[config.mk]
export PLATFORM = sky130hd
export DESIGN_NAME = stage_seq
export DESIGN_NICKNAME = d
export VERILOG_FILES = /design/src/rtl/cpu15_pkg.sv /design/src/rtl/stage_phase.sv /design/src/rtl/stage_seq.sv
export SDC_FILE = /design/constraint.sdc
export NUM_CORES = 1
export LEC_CHECK = 0
export BUFFER_PORTS_ARGS = -buffer_cell sky130_fd_sc_hd__buf_2
export CORE_MARGIN = 5
export CORE_UTILIZATION = 60
export CTS_BUF_LIST = sky130_fd_sc_hd__clkbuf_8
export DETAILED_ROUTE_END_ITERATION = 8
export HOLD_SLACK_MARGIN = 0.08
export PLACE_DENSITY_LB_ADDON = 0.2
export SYNTH_ARGS = -nofsm -noshare
export SYNTH_HDL_FRONTEND = slang
export SYNTH_SLANG_ARGS = --single-unit
[constraint.sdc]
create_clock -name CLK -period 5.25 [get_ports CLK]
set_input_delay 1.575 -clock CLK [delete_from_list [all_inputs] [get_ports CLK]]
set_output_delay 1.575 -clock CLK [all_outputs]
set_load 0.01 [all_outputs]
[src/rtl/cpu15_pkg.sv]
// cpu15_pkg: shared state encoding, phase constants and counter width for the CPU sequencer
package cpu15_pkg;
    typedef enum logic [1:0] {ST_IDLE, ST_RUN, ST_STEP, ST_HALT} state_t;
    localparam logic [1:0] PH_FT = 2'd0;
    localparam logic [1:0] PH_DC = 2'd1;
    localparam logic [1:0] PH_EX = 2'd2;
    localparam logic [1:0] PH_WB = 2'd3;
    localparam int CNT_W_DEF = 16;
endpackage

[src/rtl/stage_phase.sv]
// stage_phase: 2-bit phase counter with clear/advance/hold and registered one-hot strobes
// Ports: CLK, RESET_N (async, active-low), clr (force phase to FT), adv (issue strobe for
// current phase and advance), phase (next phase to issue), en (one-hot strobes FT..WB)
module stage_phase
    import cpu15_pkg::*;
(
    input  logic       CLK,
    input  logic       RESET_N,
    input  logic       clr,
    input  logic       adv,
    output logic [1:0] phase,
    output logic [3:0] en
);
    always_ff @(posedge CLK or negedge RESET_N) begin
        if (!RESET_N) begin
            phase <= PH_FT;
            en    <= '0;
        end else begin
            en    <= (adv && !clr) ? (4'b0001 << phase) : 4'b0000;
            phase <= clr ? PH_FT : adv ? phase + 2'd1 : phase;
        end
    end
endmodule

[src/rtl/stage_seq.sv]
// stage_seq: four-stage CPU sequencer with run/stop/step/halt/wait control and retire counter
// Ports: CLK, RESET_N (async, active-low), RUN, STOP, STEP, HALT_REQ, WAIT controls;
// EN_FT/EN_DC/EN_EX/EN_WB one-cycle stage strobes, PHASE (next phase to issue),
// RUNNING, HALTED status, N_INSTR retired-instruction count
module stage_seq
    import cpu15_pkg::*;
#(
    parameter int CNT_W = CNT_W_DEF
) (
    input  logic             CLK,
    input  logic             RESET_N,
    input  logic             RUN,
    input  logic             STOP,
    input  logic             STEP,
    input  logic             HALT_REQ,
    input  logic             WAIT,
    output logic             EN_FT,
    output logic             EN_DC,
    output logic             EN_EX,
    output logic             EN_WB,
    output logic [1:0]       PHASE,
    output logic             RUNNING,
    output logic             HALTED,
    output logic [CNT_W-1:0] N_INSTR
);
    state_t     state;
    logic       stop_pend, halt_pend;
    logic       active, adv, clr, boundary, halt_go, stop_go;
    logic [1:0] phase;
    logic [3:0] en;

    assign active   = state == ST_RUN || state == ST_STEP;
    assign adv      = active && !WAIT;
    assign boundary = adv && phase == PH_WB;
    assign clr      = (state == ST_IDLE && (RUN || STEP)) || (state == ST_HALT && RUN);
    // Requests sampled on the boundary edge itself take effect at that boundary
    assign halt_go  = halt_pend || HALT_REQ;
    // A single step always ends at its boundary; STOP only counts in RUN
    assign stop_go  = stop_pend || (STOP && state == ST_RUN) || state == ST_STEP;

    stage_phase u_phase (
        .CLK    (CLK),
        .RESET_N(RESET_N),
        .clr    (clr),
        .adv    (adv),
        .phase  (phase),
        .en     (en)
    );

    assign {EN_WB, EN_EX, EN_DC, EN_FT} = en;
    assign PHASE = phase;

    always_ff @(posedge CLK or negedge RESET_N) begin
        if (!RESET_N) begin
            state     <= ST_IDLE;
            stop_pend <= 1'b0;
            halt_pend <= 1'b0;
            RUNNING   <= 1'b0;
            HALTED    <= 1'b0;
            N_INSTR   <= '0;
        end else begin
            case (state)
                ST_IDLE: if (RUN || STEP) begin
                    state   <= RUN ? ST_RUN : ST_STEP;
                    RUNNING <= 1'b1;
                end
                ST_HALT: if (RUN) begin
                    state   <= ST_RUN;
                    RUNNING <= 1'b1;
                    HALTED  <= 1'b0;
                end
                default: if (boundary) begin
                    N_INSTR   <= N_INSTR + CNT_W'(1);
                    stop_pend <= 1'b0;
                    halt_pend <= 1'b0;
                    if (halt_go) begin
                        state   <= ST_HALT;
                        RUNNING <= 1'b0;
                        HALTED  <= 1'b1;
                    end else if (stop_go) begin
                        state   <= ST_IDLE;
                        RUNNING <= 1'b0;
                    end
                end else begin
                    halt_pend <= halt_go;
                    stop_pend <= stop_pend || (STOP && state == ST_RUN);
                end
            endcase
        end
    end
endmodule
==> results.cfg, run 1 <==
[outcome]
status = completed

[clock_network]
clk_pin_slew_ns = 0.09
worstSkewPairLatency_ns = 0.27
clock-root-buffer = clkbuf_8
cts.repair.resized = 0
postCtsSetupBuffers = 0
postCtsHoldBufs = 0
cts_tree = done
numClockSinks = 28
cts_buffers = 3
clk_path_buf_depth = 2
htree_num_levels = 1

[logic_synthesis]
synth_top_area_frac = 0.4996
yosysTopAreaCell = dfrtp_1
synth_cell_types = 29
synth_area_um2 = 1403
synth_commonest_cells = dfrtp_1 (28), nand2_1 (12), nor2_1 (12)
syn_area_per_cell_um2 = 11.13
yosys.area_share.adder = 0.08029
synth_top_family_by_area = simple AND/OR/NAND/NOR gates
syn_inst = 126
yosysMostFrequentCell = dfrtp_1
synthArstFlopShare = 1.000
synth-edff-count = 0
syn_nets = 142
synth.yosys.seq_area_share = 0.4996
synth-seq-cells = 28
yosys.area_share.simple = 0.1891
synth_compound_gate_area_share = 0.07136
synth_mux_area_frac = 0.02498
ys.flop_type = dfrtp_1
yosys_warnings = 0
synth-xor-area-share = 0.09991
synthTopCellsByArea = dfrtp_1 (50%), ha_1 (8.0%), xnor2_1 (6.9%)

[route]
drtIter0Drc = 27
dr.pass1.iters = 4
drt-wirelength-per-cell_um = 12.98
drtAntennaViolNets = 0
wl_um = 2414
drc_errors = 0
via_per_inst = 5.296
vias = 985

[timing]
finalClockSkew_ns = 0.004018
fmax_mhz = 398.0
tns_ns = 0
max-slew-margin-rel = 0.6000
final-hold-violation-count = 0
tightest_slew_ns = 0.6000
min_period_ns = 2.513
rsz0062_at_grt = no
period_share = 0.4786
setup_violations = 0
slew_violations = 0

[final_layout]
nFillCells = 167
drive_above_1_share = 0.2911
ff_latch_area_um2 = 700.7
syn_to_final_growth_pct = 15.52
nets = 175
multi_input_area_um2 = 653.1
insertedDiodeCount = 0

[critical_path]
cp_cell_sequence = buf_2 > nand3b_4 > nor4_1 > nand4_1 > xnor2_1
crit_type = in2reg
cp.arrival_ns = 2.68
crit_required_ns = 5.42
critPathLaunchType = input port
critPathTopFamily = simple AND/OR/NAND/NOR gates
critPathBufInv = 1
crit_slowest_cell = nor4_1
cp-end-kind = flip-flop
max_stage_delay_ns = 0.46
critPathMaxFanout = 9

[place]
portBuffers = 30
gp_congestion = 0.8238
dpl.hpwl_um = 1878

[global_routing]
grt_use_total = 0.1670
grt_overflow = 0
grt_pass1_vias = 1032
antenna_found_initial = 0
grt_start_max_net_pins = 29
grt_pass1_wl_um = 4498

[floorplanning]
die_h_um = 58.35
die_area_um2 = 3405
num_io_pins = 31
core_um2 = 2212
initial_core_util = 0.6340
die_w_um = 58.35
num_rows = 17

[worst_hold_path]
hold_path_class = reg2reg

[power_and_ir_drop]
p_per_area_nw_per_um2 = 438.6
peakVddDrop_mv = 0.4833
power_mw = 0.7106
power.leakage_nw = 0.8580

[job]
drv_cap = 0
## metrics by stage
stage | util | hold slack [ns] | setup slack, ns | area (um^2) | instances
2_1_floorplan | - | 0.4539 | 2.653 | 1403 | 126
3_3_place_gp | 0.7076 | 0.4568 | 2.448 | 1565 | 182
3_5_place_dp | 0.7076 | 0.4772 | 2.434 | 1565 | 182
4_1_cts | 0.7325 | 0.4932 | 2.721 | 1620 | 186
5_1_grt | 0.7325 | 0.5117 | 2.576 | 1620 | 186
6_report | 0.7325 | 0.4808 | 2.737 | 1620 | 186
## registers in the layout, summed over array words and instances, names as in the netlist
signal         cells
HALTED             1
N_INSTR           16
RUNNING            1
halt_pend          1
state              2
stop_pend          1
u_phase.en         4
u_phase.phase      2
## cells in the final DEF, fill, tap and decap left out, drive strengths merged, types with 2 or more instances in the layout
cell type | Yosys | routed
nand4 | 4 | 4
inv | 7 | 7
nor3 | 2 | 2
clkbuf | 0 | 4
a21oi | 4 | 4
nand3 | 4 | 4
buf | 2 | 30
xor2 | 5 | 5
mux2i | 2 | 2
nand2 | 12 | 12
ha | 9 | 9
and3 | 3 | 3
o21ai | 6 | 6
xnor2 | 11 | 11
nor4 | 2 | 2
nor2b | 2 | 2
nor2 | 12 | 12
or2 | 2 | 2
dfrtp | 28 | 28
## report_power, final
| part | switching (mW) | internal [mW] | total (mW) |
|---|---|---|---|
| sequential | 0.0347 | 0.258 | 0.293 |
| combinational | 0.154 | 0.134 | 0.287 |
| clock | 0.0636 | 0.0671 | 0.131 |
## path summary, 6_finish.rpt
| path | from | cells past startpoint | to | slack [ns] |
|---|---|---|---|---|
| worst min-delay path | N_INSTR[15] | 1 | N_INSTR[15] | 0.48 |
| max in group asynchronous | RESET_N | 1 | HALTED | 3.55 |
| worst max register to register | state[0] | 6 | state[0] | 3.18 |
| min in group asynchronous | RESET_N | 1 | N_INSTR[15] | 1.30 |
| worst min register to register | N_INSTR[15] | 1 | N_INSTR[15] | 0.48 |
| worst max-delay path | WAIT | 5 | N_INSTR[13] | 2.74 |
## logic make-up after synthesis
kind of cell    after synthesis
compound gates               14
xor+xnor                     16
fa+ha+maj                     9
buf+inv                       9
flops                        28
mux                           3
simple gates                 47
## worst reg2reg max path: stages, from the launching register on
cell      delay [ns]
dfrtp_1         0.41
inv_1           0.08
ha_1            0.43
nor2b_4         0.21
and2_4          0.19
o311ai_4        0.31
mux2_4          0.33
## cell type report
type	instances	area share
Inverter	7	0.01622
Timing Repair Buffer	30	0.09266
Tap cell	28	0.02162
Multi-Input combinational cell	89	0.4031
Clock buffer	4	0.03398
Sequential cell	28	0.4324
## metal layers
layer  up-vias  GRT usage  part of all wire
met3         0    0.03289             0.057
met5         -          0                 0
met2        24     0.2998              0.52
met1       473     0.2023              0.42
met4         0    0.04636                 0
li1        488          -                 -
Power figures use the tool's default switching activity.
==> run 2: changes to the inputs <==
--- a/config.mk
+++ b/config.mk
@@ -7,7 +7,7 @@
 export LEC_CHECK = 0
 export BUFFER_PORTS_ARGS = -buffer_cell sky130_fd_sc_hd__buf_2
 export CORE_MARGIN = 5
-export CORE_UTILIZATION = 60
+export CORE_UTILIZATION = 50
 export CTS_BUF_LIST = sky130_fd_sc_hd__clkbuf_8
 export DETAILED_ROUTE_END_ITERATION = 8
 export HOLD_SLACK_MARGIN = 0.08
==> constraint.sdc (replaced) <==
create_clock -name CLK -period 2.3 [get_ports CLK]
set_input_delay 0.69 -clock CLK [delete_from_list [all_inputs] [get_ports CLK]]
set_output_delay 0.69 -clock CLK [all_outputs]
set_load 0.01 [all_outputs]
==> results.cfg, run 2 (synthesis results as in run 1) <==
[outcome]
status = completed

[clock_network]
clk_pin_slew_ns = 0.09
clock-root-buffer = clkbuf_8
postCtsHoldBufs = 0
worstSkewPairLatency_ns = 0.27
clk_path_buf_depth = 2
cts_tree = done
numClockSinks = 28
cts.repair.resized = 0
cts_buffers = 3
postCtsSetupBuffers = 0
htree_num_levels = 1

[power_and_ir_drop]
p_per_area_nw_per_um2 = 1009
peakVddDrop_mv = 0.7237
power.leakage_nw = 0.8580

[final_layout]
insertedDiodeCount = 0
reg.largest.list = N_INSTR (16), u_phase.en (4)
largest_reg_flops = 16
final_cell_mix = buf_2 (30), dfrtp_1 (28), nand2_1 (12), nor2_1 (12), xnor2_1 (11)
final_core_util = 0.5941
final_common_cell = buf_2
design_area_um2 = 1624
syn_to_final_growth_pct = 15.79
regMostFlops = N_INSTR
nFillCells = 233
drive_above_1_share = 0.2911
nets = 175

[critical_path]
critPathMaxFanout = 9
crit_required_ns = 2.46
critPathLaunchType = flip-flop
crit_type = reg2reg
cp-end-kind = flip-flop
cp.arrival_ns = 2.26

[route]
dr.pass1.iters = 4
drc_errors = 0
vias = 991
drt-wirelength-per-cell_um = 13.91
wl_um = 2629
via_per_inst = 5.243
drtAntennaViolNets = 0
drtIter0Drc = 17

[timing]
tightest_slew_ns = 0.6188
setup_ws_ns = 0.2020
rsz0062_at_grt = no
max-slew-margin-rel = 0.5875
setup_violations = 0
fmax_mhz = 476.6
period_share = 0.9122
min_period_ns = 2.098
tns_ns = 0
final-hold-violation-count = 0
slew_violations = 0
finalClockSkew_ns = 0.0008838

[place]
dp_slack_ns = 0.2000
portBuffers = 30
placed_cell_area_um2 = 1569
dpl.hpwl_um = 2051
gp_congestion = 0.8213

[floorplanning]
die_h_um = 62.97
num_rows = 19
die_w_um = 62.97
core_um2 = 2734
die_area_um2 = 3965
initial_core_util = 0.5130
num_io_pins = 31

[worst_hold_path]
hold_path_class = in2async

[global_routing]
grt_overflow = 0
antenna_found_initial = 0
grt_pass1_vias = 1089
grt_start_max_net_pins = 29
grt_pass1_wl_um = 4740
grt_use_total = 0.1473

[job]
drv_cap = 0
-- run 2: cell counts in the layout (fill, tap and decap cells not counted) --
Identical to the previous run, type by type.
-- run 2: final timing paths --
kind,startpoint,endpoint,slack [ns],cells after the start
setup / recovery,state[0],N_INSTR[13],0.20,6
hold / removal,RESET_N,N_INSTR[11],0.43,1
setup reg to reg,state[0],N_INSTR[13],0.20,6
hold reg to reg,N_INSTR[15],N_INSTR[15],0.48,1
max in group asynchronous,RESET_N,N_INSTR[1],1.47,1
min in group CLK,N_INSTR[15],N_INSTR[15],0.48,1
-- run 2: routing by layer --
layer,wire [um],GRT usage,up-vias
met5,0,0,-
met4,46,0.07162,0
met3,142,0.03237,6
met2,1344,0.2628,24
met1,1095,0.1619,472
li1,-,-,489
-- run 2: power breakdown --
group,total (mW),switching (mW),internal (mW)
Sequential,0.668,0.0794,0.589
Clock,0.298,0.145,0.153
Combinational,0.672,0.366,0.306
-- run 2: area by class of cell --
class / instances / area, um^2 / area share
Multi-Input combinational cell: 89 / 653.1 / 0.4022
Clock buffer: 4 / 55.05 / 0.03390
Inverter: 7 / 26.28 / 0.01618
Timing Repair Buffer: 30 / 150.1 / 0.09245
Tap cell: 31 / 38.79 / 0.02388
Sequential cell: 28 / 700.7 / 0.4314
-- run 2: stage by stage --
| stage | hold slack [ns] | cells | power (mW) |
|---|---|---|---|
| final | 0.4256 | 189 | 1.638 |
| after global routing | 0.4755 | 189 | 1.769 |
| after CTS | 0.4408 | 189 | 1.653 |
| after detailed placement | 0.4787 | 185 | 1.352 |
| after global placement | 0.4559 | 185 | 1.321 |
| after floorplan | 0.3944 | 126 | 1.193 |
-- run 2: worst max-delay path, stage by stage, from the launching register on --
cell and delay (ns):
dfrtp_1 0.41, inv_1 0.08, ha_1 0.49, nand3b_4 0.18, nor4_1 0.48, nand4_1 0.19, xnor2_1 0.16
==> run 3: changes to the inputs <==
--- a/config.mk
+++ b/config.mk
@@ -12,6 +12,7 @@
 export DETAILED_ROUTE_END_ITERATION = 8
 export HOLD_SLACK_MARGIN = 0.08
 export PLACE_DENSITY_LB_ADDON = 0.2
+export REMOVE_ABC_BUFFERS = 1
 export SYNTH_ARGS = -nofsm -noshare
 export SYNTH_HDL_FRONTEND = slang
 export SYNTH_SLANG_ARGS = --single-unit
==> results.cfg, run 3 (synthesis results as in run 1) <==
[outcome]
status = completed

[floorplanning]
die_w_um = 62.97
num_rows = 19
die_h_um = 62.97
num_io_pins = 31
die_area_um2 = 3965
initial_core_util = 0.5130
core_um2 = 2734

[worst_hold_path]
hold_path_class = in2async

[power_and_ir_drop]
power_mw = 1.614
netSwitchingFraction = 0.3523
combPwrFrac = 0.402
p_int_mw = 1.045
power.leakage_nw = 0.8580
p_sw_mw = 0.5686
power.clock.fraction = 0.184
peakVddDrop_mv = 0.6376
p_per_area_nw_per_um2 = 993.8
seq_power_share = 0.414

[route]
vias = 971
wl_um = 2492
drtIter0Drc = 17
via_per_inst = 5.138
drt-wirelength-per-cell_um = 13.19
dr.pass1.iters = 4
drtAntennaViolNets = 0
drc_errors = 0

[critical_path]
critPathMaxFanout = 9
crit_type = reg2reg
critPathLaunchType = flip-flop
r2r-start = state[0]
rrSetupSlack_ns = 0.19
timing.rr.end = N_INSTR[13]
cp-end-kind = flip-flop
cp.arrival_ns = 2.26
r2r_cells = 6
crit_required_ns = 2.46

[timing]
setup_ws_ns = 0.1924
max-slew-margin-rel = 0.6032
min_period_ns = 2.108
fmax_mhz = 474.5
finalClockSkew_ns = 0.003767
rsz0062_at_grt = no
tightest_slew_ns = 0.5952
period_share = 0.9164
tns_ns = 0
whs_ns = 0.4179
slew_violations = 0
setup_violations = 0
final-hold-violation-count = 0

[place]
gp_congestion = 0.7908
dp_slack_ns = 0.1894
portBuffers = 30
dpl.hpwl_um = 2007

[final_layout]
final_common_cell = buf_2
drive_above_1_share = 0.2911
reg.largest.list = N_INSTR (16), u_phase.en (4)
regMostFlops = N_INSTR
final_core_util = 0.5941
final_cell_mix = buf_2 (30), dfrtp_1 (28), nand2_1 (12), nor2_1 (12), xnor2_1 (11)
largest_reg_flops = 16
insertedDiodeCount = 0
nets = 175
nFillCells = 241
syn_to_final_growth_pct = 15.79

[clock_network]
cts_buffers = 3
clock-root-buffer = clkbuf_8
clk_path_buf_depth = 2
postCtsHoldBufs = 0
cts.repair.resized = 0
worstSkewPairLatency_ns = 0.27
postCtsSetupBuffers = 0
clk_pin_slew_ns = 0.09
htree_num_levels = 1
cts_tree = done
numClockSinks = 28

[global_routing]
grt_start_max_net_pins = 29
grt_use_total = 0.1389
grt_pass1_vias = 1002
grt_pass1_wl_um = 4512
antenna_found_initial = 0
grt_overflow = 0

[job]
drv_cap = 0
run 3: cell counts in the layout (fill, tap and decap cells not counted):
Identical to the previous run, type by type.
run 3: layout make-up:
| type | count | area (um^2) | area share |
|---|---|---|---|
| clock buffers | 4 | 55.05 | 0.03390 |
| inverters | 7 | 26.28 | 0.01618 |
| multi-input cells | 89 | 653.1 | 0.4022 |
| flip-flops and latches | 28 | 700.7 | 0.4314 |
| well taps | 31 | 38.79 | 0.02388 |
| repair buffers | 30 | 150.1 | 0.09245 |
run 3: metrics by stage:
step	cells	instance area (um^2)
after floorplan	124	1380
after global routing	189	1624
after global placement	185	1569
after CTS	189	1624
after detailed placement	185	1569
final	189	1624
run 3: worst max-delay path, stage by stage (launching register included):
cell and delay (ns):
dfrtp_1 0.42, inv_1 0.08, ha_1 0.47, nand3b_4 0.17, nor4_1 0.52, nand4_1 0.18
xnor2_1 0.16
run 3: power by group through the flow:
stage	logic [mW]	registers, mW	clock network [mW]
2_1_floorplan	0.463	0.696	0
3_3_place_gp	0.647	0.672	0
3_5_place_dp	0.659	0.678	0
4_1_cts	0.662	0.668	0.308
5_1_grt	0.741	0.682	0.325
6_report	0.649	0.668	0.297
run 3: layer usage:
layer	routed length, um	global-route usage	up-vias
met5	0	0	-
met2	1298	0.2500	18
met1	1063	0.1650	460
met3	113	0.02698	2
met4	17	0.03979	0
li1	-	-	491
run 3: how the worst max path moves through the flow:
stage	cells past startpoint	to	from	slack, ns
after CTS	6	N_INSTR[13]	state[0]	0.16
after detailed placement	6	N_INSTR[13]	state[0]	0.19
final	6	N_INSTR[13]	state[0]	0.19
after global placement	6	N_INSTR[13]	state[0]	0.32
after floorplan	6	state[0]	state[0]	0.40
after global routing	6	N_INSTR[13]	state[0]	0.04
